$ cat config.mk
export PLATFORM = sky130hd
export DESIGN_NAME = seq_divider
export DESIGN_NICKNAME = d
export VERILOG_FILES = /design/src/rtl/seq_divider.sv
export SDC_FILE = /design/constraint.sdc
export NUM_CORES = 1
export LEC_CHECK = 0
export BUFFER_PORTS_ARGS = -buffer_cell sky130_fd_sc_hd__buf_4
export CAP_MARGIN = 20
export CORE_MARGIN = 5
export CORE_UTILIZATION = 52
export DETAILED_ROUTE_END_ITERATION = 10
export PLACE_DENSITY = 0.82
export SYNTH_ARGS = -nofsm -noshare
export SYNTH_HDL_FRONTEND = slang
export SYNTH_SLANG_ARGS = --single-unit
$ cat constraint.sdc
create_clock -name clk -period 8.15 [get_ports clk]
set_input_delay 0 -clock clk [delete_from_list [all_inputs] [get_ports clk]]
set_output_delay 0 -clock clk [all_outputs]
set_load 0.01 [all_outputs]
$ cat src/rtl/seq_divider.sv
// Radix-2 restoring divider for RV32M DIV/DIVU/REM/REMU.
// Fixed 34-cycle latency from accepted start to the done pulse.
module seq_divider (
    input  logic        clk,
    input  logic        rst,
    input  logic        start,
    input  logic [1:0]  op,
    input  logic [31:0] a,
    input  logic [31:0] b,
    output logic        busy,
    output logic        done,
    output logic [31:0] result
);

    typedef enum logic [1:0] {IDLE, CALC, FIX} state_t;

    state_t      state;
    state_t      state_nxt;
    logic [31:0] rem;
    logic [31:0] quo;
    logic [31:0] dvs;
    logic [5:0]  cnt;
    logic        is_rem;
    logic        neg_q;
    logic        neg_r;

    logic        signed_op;
    logic [31:0] a_mag;
    logic [31:0] b_mag;
    logic [32:0] shl;
    logic [33:0] sub;
    logic [32:0] rem_nxt;
    logic [31:0] q_fix;
    logic [31:0] r_fix;
    logic        unused_msb;

    assign signed_op = ~op[0];
    assign a_mag     = (signed_op && a[31]) ? -a : a;
    assign b_mag     = (signed_op && b[31]) ? -b : b;

    // One restoring step: borrow out of the subtract means keep the old value
    assign shl        = {rem, quo[31]};
    assign sub        = {1'b0, shl} - {2'b00, dvs};
    assign rem_nxt    = sub[33] ? shl : sub[32:0];
    assign unused_msb = rem_nxt[32];

    assign q_fix = neg_q ? -quo : quo;
    assign r_fix = neg_r ? -rem : rem;

    assign busy = (state != IDLE);

    always_ff @(posedge clk) begin
        if (rst) state <= IDLE;
        else     state <= state_nxt;
    end

    always_comb begin
        state_nxt = state;
        unique case (state)
            IDLE:    if (start) state_nxt = CALC;
            CALC:    if (cnt == 6'd31) state_nxt = FIX;
            FIX:     state_nxt = IDLE;
            default: state_nxt = IDLE;
        endcase
    end

    always_ff @(posedge clk) begin
        if (rst) begin
            rem    <= '0;
            quo    <= '0;
            dvs    <= '0;
            cnt    <= '0;
            is_rem <= 1'b0;
            neg_q  <= 1'b0;
            neg_r  <= 1'b0;
            done   <= 1'b0;
            result <= '0;
        end else begin
            done <= 1'b0;
            unique case (state)
                IDLE: begin
                    if (start) begin
                        rem    <= '0;
                        quo    <= a_mag;
                        dvs    <= b_mag;
                        cnt    <= '0;
                        is_rem <= op[1];
                        // Divide by zero keeps the all-ones quotient unsigned
                        neg_q  <= signed_op && (a[31] ^ b[31]) && (b != '0);
                        neg_r  <= signed_op && a[31];
                    end
                end
                CALC: begin
                    rem <= rem_nxt[31:0];
                    quo <= {quo[30:0], ~sub[33]};
                    cnt <= cnt + 6'd1;
                end
                FIX: begin
                    result <= is_rem ? r_fix : q_fix;
                    done   <= 1'b1;
                end
                default: ;
            endcase
        end
    end

endmodule

==> results.sh, run 1 <==
export IMPL_place_area_um2=10720
export IMPL_portBuffers=102
export IMPL_p_leak_nw=4.753
export IMPL_cts_made_buffers=17
export IMPL_cts_root_buffer="clkbuf_16"
export IMPL_holdCritPathClass="input port to flop"
export IMPL_synth_edf_count=0
export IMPL_io_pins=103
export IMPL_synth_nets=1431
export IMPL_wirelength_mm=29.70
export IMPL_multiInputGateArea_um2=6599
export IMPL_fin_area_um2=12040
export IMPL_worst_pin_slew_ns=1.062
export IMPL_fin_crit_ns=3.270
export IMPL_antenna_found_initial=1
export IMPL_setup_ws_ns=4.880
export IMPL_maxCapViolCount=0
export IMPL_hold_violations=0
export IMPL_place_congestion=0.9700
export IMPL_p_per_area_nw_per_um2=164.9
export IMPL_chipWidth_um=147.9
export IMPL_critPathCaptureType="flop"
export IMPL_status="complete, no violations"
export IMPL_yosysMostFrequentCell="nand2_1"
export IMPL_grt_max_degree=70
export IMPL_p_sw_uw=580.4
export IMPL_post_drt_wl_per_cell_um=17.66
export IMPL_clock_skew_ns=0.007263
export IMPL_area_growth_pct=21.73
export IMPL_die_area_um2=21880
export IMPL_start_util_pct=52.88
export IMPL_p_sw_share_pct=29.23
export IMPL_grt_setup_unrepaired="no"
export IMPL_tns_ns=0
export IMPL_ys_ff_latch=140
export IMPL_reg2reg_depth=10
export IMPL_holdWs_ns=0.006933
export IMPL_synthDistinctLibCells=64
export IMPL_setup_violations=0
export IMPL_cp_max_fo=22
export IMPL_synth_top_area_cell="dfxtp_1"
export IMPL_critPathRequiredTime_ns=8.45
export IMPL_worstSetupPathType="flop to flop"
export IMPL_dp_hpwl_mm=20.64
export IMPL_combPwrFrac_pct=21.1
export IMPL_cts_setup_buffers=0
export IMPL_cts_tree="built"
export IMPL_synth_common_cells="nand2_1 (164), dfxtp_1 (140), a21oi_1 (122), nor2_1 (94)"
export IMPL_ir_worst_vdd_v=0.0001619
export IMPL_p_int_mw=1.405
export IMPL_synthFlopType="dfxtp_1"
export IMPL_drive_gt1_share_pct=11.33
export IMPL_start_kind="flop"
export IMPL_cts_buffer_depth=2
export IMPL_syn_inst=1324
export IMPL_clock_fmax_mhz=305.8
export IMPL_critPathArrivalTime_ns=3.57
export IMPL_maxSlewHeadroom_pct=28.88
export IMPL_first_iter_violations=1041
export IMPL_rows=50
export IMPL_gr_total_overflow=0
export IMPL_grt_pass1_vias=9585
export IMPL_synthDominantCellAreaShare_pct=28.34
export IMPL_clk_insertion_delay_late_ns=0.43
export IMPL_hold_depth=3
export IMPL_nFillCells=1508
export IMPL_htreeDepth=4
export IMPL_clkSinkCount=140
export IMPL_ys_seq_area_share_pct=28.34
export IMPL_n_antenna_cell=0
export IMPL_postSynthAreaPerCell_um2=7.470
export IMPL_die_h_um=147.9
export IMPL_p_clk_share_pct=41.3
export IMPL_vias_per_cell=6.247
export IMPL_post_place_ws_ns=4.583
export IMPL_clkTransAtPathRegs_ns=0.06
export IMPL_vias=10507
export IMPL_ant_nets=0
export IMPL_seqPwrFrac_pct=37.6
export IMPL_fin_nets=1544
export IMPL_synth_area_um2=9891
export IMPL_postSynth_asyncResetShare_pct=0
export IMPL_yosys_top_cells_area="dfxtp_1 (28%), xor2_1 (6.4%), nand2_1 (6.2%), a21oi_1 (6.2%), xnor2_1 (5.2%)"
export IMPL_final_util_pct=64.37
export IMPL_seq_area_um2=2804
export IMPL_ys_warn_count=0
export IMPL_post_route_drc_count=0
export IMPL_slew_viol_final=0
export IMPL_core_um2=18710
export IMPL_grt_pass1_wl_mm=48.21
export IMPL_dr_pass1_iters=6
export IMPL_final_period_utilization_pct=40.12
export IMPL_grt_usage_pct=26.66
worst max-delay path, stage by stage, from the launching register on:
cell	delay (ns)
dfxtp_1	0.47
ha_1	0.34
a21oi_1	0.36
o2111ai_1	0.16
a211oi_1	0.46
o21ai_0	0.19
o21ai_1	0.35
o21ai_1	0.15
buf_4	0.24
nand2_1	0.26
o21ai_0	0.15
path summary, 6_finish.rpt:
path | end | slack, ns | from
worst max register to register | rem[24] | 4.88 | rem[9]
worst min-delay path | dvs[22] | 0.007 | b[22]
worst min register to register | result[27] | 0.44 | result[27]
worst max-delay path | rem[24] | 4.88 | rem[9]
registers in the layout, indices dropped and copies added (netlist names):
register	cells
dvs	32
quo	32
rem	32
result	32
cnt	6
state	2
done	1
is_rem	1
neg_q	1
neg_r	1
per-layer routing:
layer	global-route usage, %	vias up	part of all wire, %
li1	-	5030	-
met1	35.64	4928	43
met2	42.81	469	46
met3	4.782	78	7.1
met4	10.72	2	3.2
met5	0	-	0.047
final cells by class:
class	instances	share of cell area [%]
inverter	50	1.559
multi-input combinational	1051	54.81
tap	234	2.432
clock buffer	20	3.710
sequential	140	23.29
clock inverter	10	1.382
timing repair buffer	177	12.82
power groups by stage:
stage	Combinational (mW)	Sequential [mW]	Clock, mW
5_1_grt	0.461	0.750	0.854
2_1_floorplan	0.274	0.749	0
3_5_place_dp	0.375	0.763	0
3_3_place_gp	0.370	0.761	0
6_report	0.419	0.747	0.819
4_1_cts	0.403	0.748	0.822
cell usage in the layout (no fill, tap or decap), drive strengths merged, types with 12 or more instances in the layout:
cell	instances
or4	19
a32oi	13
o31ai	30
nor2	94
xor2	72
nor4	12
nand2b	15
nand3	59
dfxtp	140
o21ai	75
ha	37
nor3	32
a22oi	30
nand2	164
a21oi	123
clkbuf	20
o41ai	14
o211ai	28
dlygate4sd3	62
inv	51
xnor2	59
nor2b	14
a211oi	38
buf	115
repair_timing:
action / CTS / global route
resized for setup: 0 / 0
hold endpoints to repair: 62 / 0
hold buffers: 62 / 0
through the flow:
stage / power (mW) / instances
finish: 1.985 / 1682
global route: 2.065 / 1682
CTS: 1.973 / 1679
detailed placement: 1.138 / 1587
global placement: 1.130 / 1587
floorplan: 1.023 / 1324
cell families after synthesis:
logic type	synth area share, %
compound gates	27.19
xor+xnor	11.60
fa+ha+maj	4.883
buf+inv	5.111
flops	28.34
mux	1.341
simple gates	21.54
No activity file was read; power rests on OpenSTA's default activity.
==> run 2, diff against run 1 <==
Clock period 8.15 ns to 3.3 ns, I/O delays scaled along.
==> results.sh, run 2 (same netlist as run 1, synthesis figures left out) <==
export IMPL_cts_setup_buffers=0
export IMPL_chipWidth_um=147.9
export IMPL_nFillCells=1506
export IMPL_maxCapViolCount=0
export IMPL_portBuffers=102
export IMPL_final_period_utilization_pct=88.49
export IMPL_critPathRequiredTime_ns=3.67
export IMPL_fin_crit_ns=2.920
export IMPL_cts_made_buffers=17
export IMPL_cts_buffer_depth=2
export IMPL_fin_nets=1563
export IMPL_crit_buf_inv=2
export IMPL_die_area_um2=21880
export IMPL_critPathCaptureType="flop"
export IMPL_fin_area_um2=12180
export IMPL_reg2reg_depth=11
export IMPL_io_pins=103
export IMPL_cts_root_buffer="clkbuf_16"
export IMPL_cp_common_cell="and3_1"
export IMPL_status="complete, no violations"
export IMPL_vias=10475
export IMPL_place_area_um2=10890
export IMPL_ctsHoldBuffers=64
export IMPL_max_stage_delay_ns=0.53
export IMPL_ir_worst_vdd_v=0.0003584
export IMPL_dr_pass1_iters=6
export IMPL_drive_gt1_share_pct=12.59
export IMPL_ant_nets=0
export IMPL_wirelength_mm=30.04
export IMPL_post_place_ws_ns=0.4606
export IMPL_tns_ns=0
export IMPL_p_per_area_nw_per_um2=409.4
export IMPL_p_sw_share_pct=29.86
export IMPL_maxSlewHeadroom_pct=26.33
export IMPL_start_kind="flop"
export IMPL_setup_ws_ns=0.3798
export IMPL_first_iter_violations=1120
export IMPL_p_clk_share_pct=42.2
export IMPL_seqPwrFrac_pct=37.4
export IMPL_final_cell_mix="nand2_1 (164), dfxtp_1 (139), buf_4 (131)"
export IMPL_cp_max_fo=32
export IMPL_grt_pass1_vias=9730
export IMPL_p_leak_nw=4.854
export IMPL_fin_total_pwr_mw=4.985
export IMPL_post_cts_resize_count=0
export IMPL_clock_skew_ns=0.01091
export IMPL_worst_pin_slew_ns=1.103
export IMPL_holdCritPathClass="input port to flop"
export IMPL_clkSinkCount=140
export IMPL_vias_per_cell=6.147
export IMPL_rows=50
export IMPL_p_int_mw=3.496
export IMPL_htreeDepth=4
export IMPL_worst_path_stages=11
export IMPL_slew_viol_final=0
export IMPL_post_drt_wl_per_cell_um=17.63
export IMPL_dp_hpwl_mm=21.28
export IMPL_grt_setup_unrepaired="no"
export IMPL_cp_top_family="simple AND/OR/NAND/NOR gates"
export IMPL_clock_fmax_mhz=342.4
export IMPL_cts_tree="built"
export IMPL_gr_total_overflow=0
export IMPL_clkTransAtPathRegs_ns=0.07
export IMPL_grt_max_degree=90
export IMPL_post_route_drc_count=0
export IMPL_crit_slowest_cell="or4_1"
export IMPL_grt_pass1_wl_mm=48.41
export IMPL_p_sw_mw=1.489
export IMPL_hold_depth=5
export IMPL_grt_usage_pct=26.83
export IMPL_antenna_found_initial=0
export IMPL_final_common_cell="nand2_1"
export IMPL_worstSetupPathType="flop to flop"
export IMPL_core_um2=18710
export IMPL_area_growth_pct=23.10
export IMPL_combPwrFrac_pct=20.4
export IMPL_place_congestion=0.9145
export IMPL_setup_violations=0
export IMPL_clk_insertion_delay_late_ns=0.43
export IMPL_crit_chain="ha_1 > and3_1 > and3_1 > a211oi_1 > buf_4 > o21ai_0 > o21ai_1 > o21a_1 > buf_12 > or4_1 > nand3_1"
export IMPL_start_util_pct=52.88
export IMPL_critPathArrivalTime_ns=3.29
export IMPL_hold_violations=0
export IMPL_die_h_um=147.9
==> run 2: final cells by class <==
| cell class | instances | area (um^2) | share of cell area [%] |
|---|---|---|---|
| clock buffers | 18 | 439.2 | 3.607 |
| clock inverters | 14 | 206.4 | 1.696 |
| flip-flops and latches | 140 | 2804 | 23.03 |
| diodes | 1 | 2.502 | 0.02055 |
| repair buffers | 196 | 1644 | 13.50 |
| inverters | 50 | 187.7 | 1.541 |
| well taps | 234 | 292.8 | 2.405 |
| multi-input cells | 1051 | 6599 | 54.20 |
==> run 2: worst paths after layout <==
path / startpoint / endpoint / slack, ns
max: rem[5] / rem[4] / 0.38
min: a[1] / quo[3] / 0.04
max reg2reg: rem[5] / rem[4] / 0.38
min reg2reg: result[27] / result[27] / 0.44
==> run 2: layer usage <==
layer / vias to the layer above / share of wire (%) / global-route usage [%]
li1: 5072 / - / -
met1: 4860 / 44 / 36.81
met2: 472 / 46 / 43.13
met3: 71 / 7.0 / 3.985
met4: 0 / 2.5 / 9.607
met5: - / 0 / 0
==> run 2: worst min-delay path: cells and delay by family <==
kind            cells  cell delay (ns)
xor+xnor            1             0.12
simple gates        1             0.07
buf+inv             1             0.10
compound gates      2             0.14
==> run 2: per-stage QoR <==
stage | utilization, % | std cells | hold slack, ns
after floorplan | - | 1324 | 0.1360
after detailed placement | 58.20 | 1607 | 0.2515
final | 65.09 | 1704 | 0.04135
after global placement | 58.20 | 1607 | 0.2474
after CTS | 65.08 | 1703 | 0.02317
after global routing | 65.08 | 1703 | 0.06105
==> run 2: power by group through the flow <==
stage / clock network (mW) / logic, mW / registers (mW)
after floorplan: 0 / 0.676 / 1.85
after detailed placement: 0 / 0.922 / 1.89
final: 2.10 / 1.02 / 1.86
after global routing: 2.20 / 1.12 / 1.87
after global placement: 0 / 0.907 / 1.89
after CTS: 2.12 / 0.991 / 1.86
==> run 3, diff against run 2 <==
Settings changed: RECOVER_POWER set to 100.
==> results.sh, run 3 (same netlist as run 1, synthesis figures left out) <==
export IMPL_portBuffers=102
export IMPL_antenna_found_initial=0
export IMPL_ir_worst_vdd_v=0.0003505
export IMPL_cp_common_cell="o21ai_0"
export IMPL_io_pins=103
export IMPL_post_place_ws_ns=0.4606
export IMPL_final_period_utilization_pct=90.06
export IMPL_place_area_um2=10890
export IMPL_die_area_um2=21880
export IMPL_crit_slowest_cell="or4_1"
export IMPL_clock_skew_ns=0.01066
export IMPL_grt_pass1_vias=9730
export IMPL_cp_max_fo=32
export IMPL_fin_crit_ns=2.972
export IMPL_rows=50
export IMPL_final_cell_mix="nand2_1 (164), dfxtp_1 (140), a21oi_1 (122)"
export IMPL_worstSetupPathType="flop to flop"
export IMPL_ant_nets=0
export IMPL_clock_fmax_mhz=336.5
export IMPL_gr_total_overflow=0
export IMPL_holdWs_ns=0.03938
export IMPL_place_congestion=0.9145
export IMPL_area_growth_pct=21.33
export IMPL_grt_usage_pct=26.83
export IMPL_violations="max-capacitance violations, max-slew violations"
export IMPL_dr_pass1_iters=6
export IMPL_cts_root_buffer="clkbuf_16"
export IMPL_fin_nets=1563
export IMPL_fin_cells=1704
export IMPL_chipWidth_um=147.9
export IMPL_htreeDepth=4
export IMPL_critPathCaptureType="flop"
export IMPL_first_iter_violations=1110
export IMPL_wirelength_mm=30.19
export IMPL_fin_area_um2=12000
export IMPL_clk_insertion_delay_late_ns=0.44
export IMPL_final_common_cell="nand2_1"
export IMPL_status="complete, but fails checks"
export IMPL_reg2reg_depth=11
export IMPL_start_util_pct=52.88
export IMPL_cp_top_family="simple AND/OR/NAND/NOR gates"
export IMPL_ctsHoldBuffers=64
export IMPL_crit_buf_inv=2
export IMPL_cts_made_buffers=17
export IMPL_p_per_area_nw_per_um2=415.5
export IMPL_grt_setup_unrepaired="no"
export IMPL_critPathArrivalTime_ns=3.34
export IMPL_max_stage_delay_ns=0.53
export IMPL_cts_tree="built"
export IMPL_die_h_um=147.9
export IMPL_cts_buffer_depth=2
export IMPL_maxCapViolCount=2
export IMPL_dp_hpwl_mm=21.28
export IMPL_maxSlewHeadroom_pct=-12.92
export IMPL_grt_pass1_wl_mm=48.41
export IMPL_vias=10551
export IMPL_setup_violations=0
export IMPL_crit_chain="ha_1 > nand2_1 > nor3_1 > a211oi_1 > clkbuf_1 > o21ai_0 > o21ai_0 > o21a_1 > buf_12 > or4_1 > nand3_1"
export IMPL_cts_setup_buffers=0
export IMPL_clkSinkCount=140
export IMPL_setup_ws_ns=0.3280
export IMPL_hold_depth=5
export IMPL_start_kind="flop"
export IMPL_hold_violations=0
export IMPL_post_route_drc_count=0
export IMPL_slew_viol_final=139
export IMPL_worst_path_stages=11
export IMPL_core_um2=18710
export IMPL_p_leak_nw=4.682
export IMPL_worst_pin_slew_ns=1.694
export IMPL_clkTransAtPathRegs_ns=0.07
export IMPL_post_drt_wl_per_cell_um=17.72
export IMPL_tns_ns=0
export IMPL_place_inst=1607
export IMPL_critPathRequiredTime_ns=3.67
export IMPL_grt_max_degree=90
export IMPL_post_cts_resize_count=0
export IMPL_vias_per_cell=6.192
export IMPL_drive_gt1_share_pct=9.326
export IMPL_holdCritPathClass="input port to flop"
[run 3: cell count changes in the layout (fill, tap and decap cells not counted), sizes merged]
| cell | previous run | this run |
|---|---|---|
| buf | 132 | 90 |
| clkbuf | 18 | 60 |
[run 3: metrics by stage]
stage / power (mW) / util, %
6_report: 4.986 / 64.15
5_1_grt: 5.177 / 64.14
4_1_cts: 4.963 / 65.08
3_5_place_dp: 2.815 / 58.20
3_3_place_gp: 2.796 / 58.20
2_1_floorplan: 2.526 / -
[run 3: worst paths after layout]
kind	endpoint	start	slack, ns
setup / recovery	rem[4]	rem[6]	0.33
hold / removal	quo[3]	a[1]	0.04
setup reg to reg	rem[4]	rem[6]	0.33
hold reg to reg	result[27]	result[27]	0.44
[run 3: layout make-up]
cell class | count | area [um^2]
Sequential cell | 140 | 2803
Timing Repair Buffer | 196 | 1488
Tap cell | 234 | 292.8
Clock inverter | 14 | 206.4
Multi-Input combinational cell | 1051 | 6581
Antenna cell | 1 | 2.502
Fill cell | 1549 | 6705
Clock buffer | 18 | 439.2
Inverter | 50 | 187.7
[run 3: metal layers]
layer | up-vias | routed length (um) | share of wire [%] | GRT usage [%]
met1 | 4942 | 13340 | 44 | 36.81
met3 | 65 | 2162 | 7.2 | 3.985
met5 | - | 0 | 0 | 0
met4 | 0 | 672 | 2.2 | 9.607
li1 | 5081 | - | - | -
met2 | 463 | 14020 | 46 | 43.13
[run 3: worst reg2reg max path: stages (launching register included)]
cell and delay [ns]:
dfxtp_1 0.41, ha_1 0.42, nand2_1 0.11, nor3_1 0.33
a211oi_1 0.12, clkbuf_1 0.14, o21ai_0 0.14, o21ai_0 0.18
o21a_1 0.26, buf_12 0.18, or4_1 0.53, nand3_1 0.09
[run 3: report_power, final]
part,internal (mW),switching [mW],total (mW),leakage (nW)
Sequential,1.76,0.100,1.86,1.14
Combinational,0.428,0.586,1.01,3.23
Clock,1.30,0.808,2.11,0.312
Total,3.49,1.49,4.99,4.68
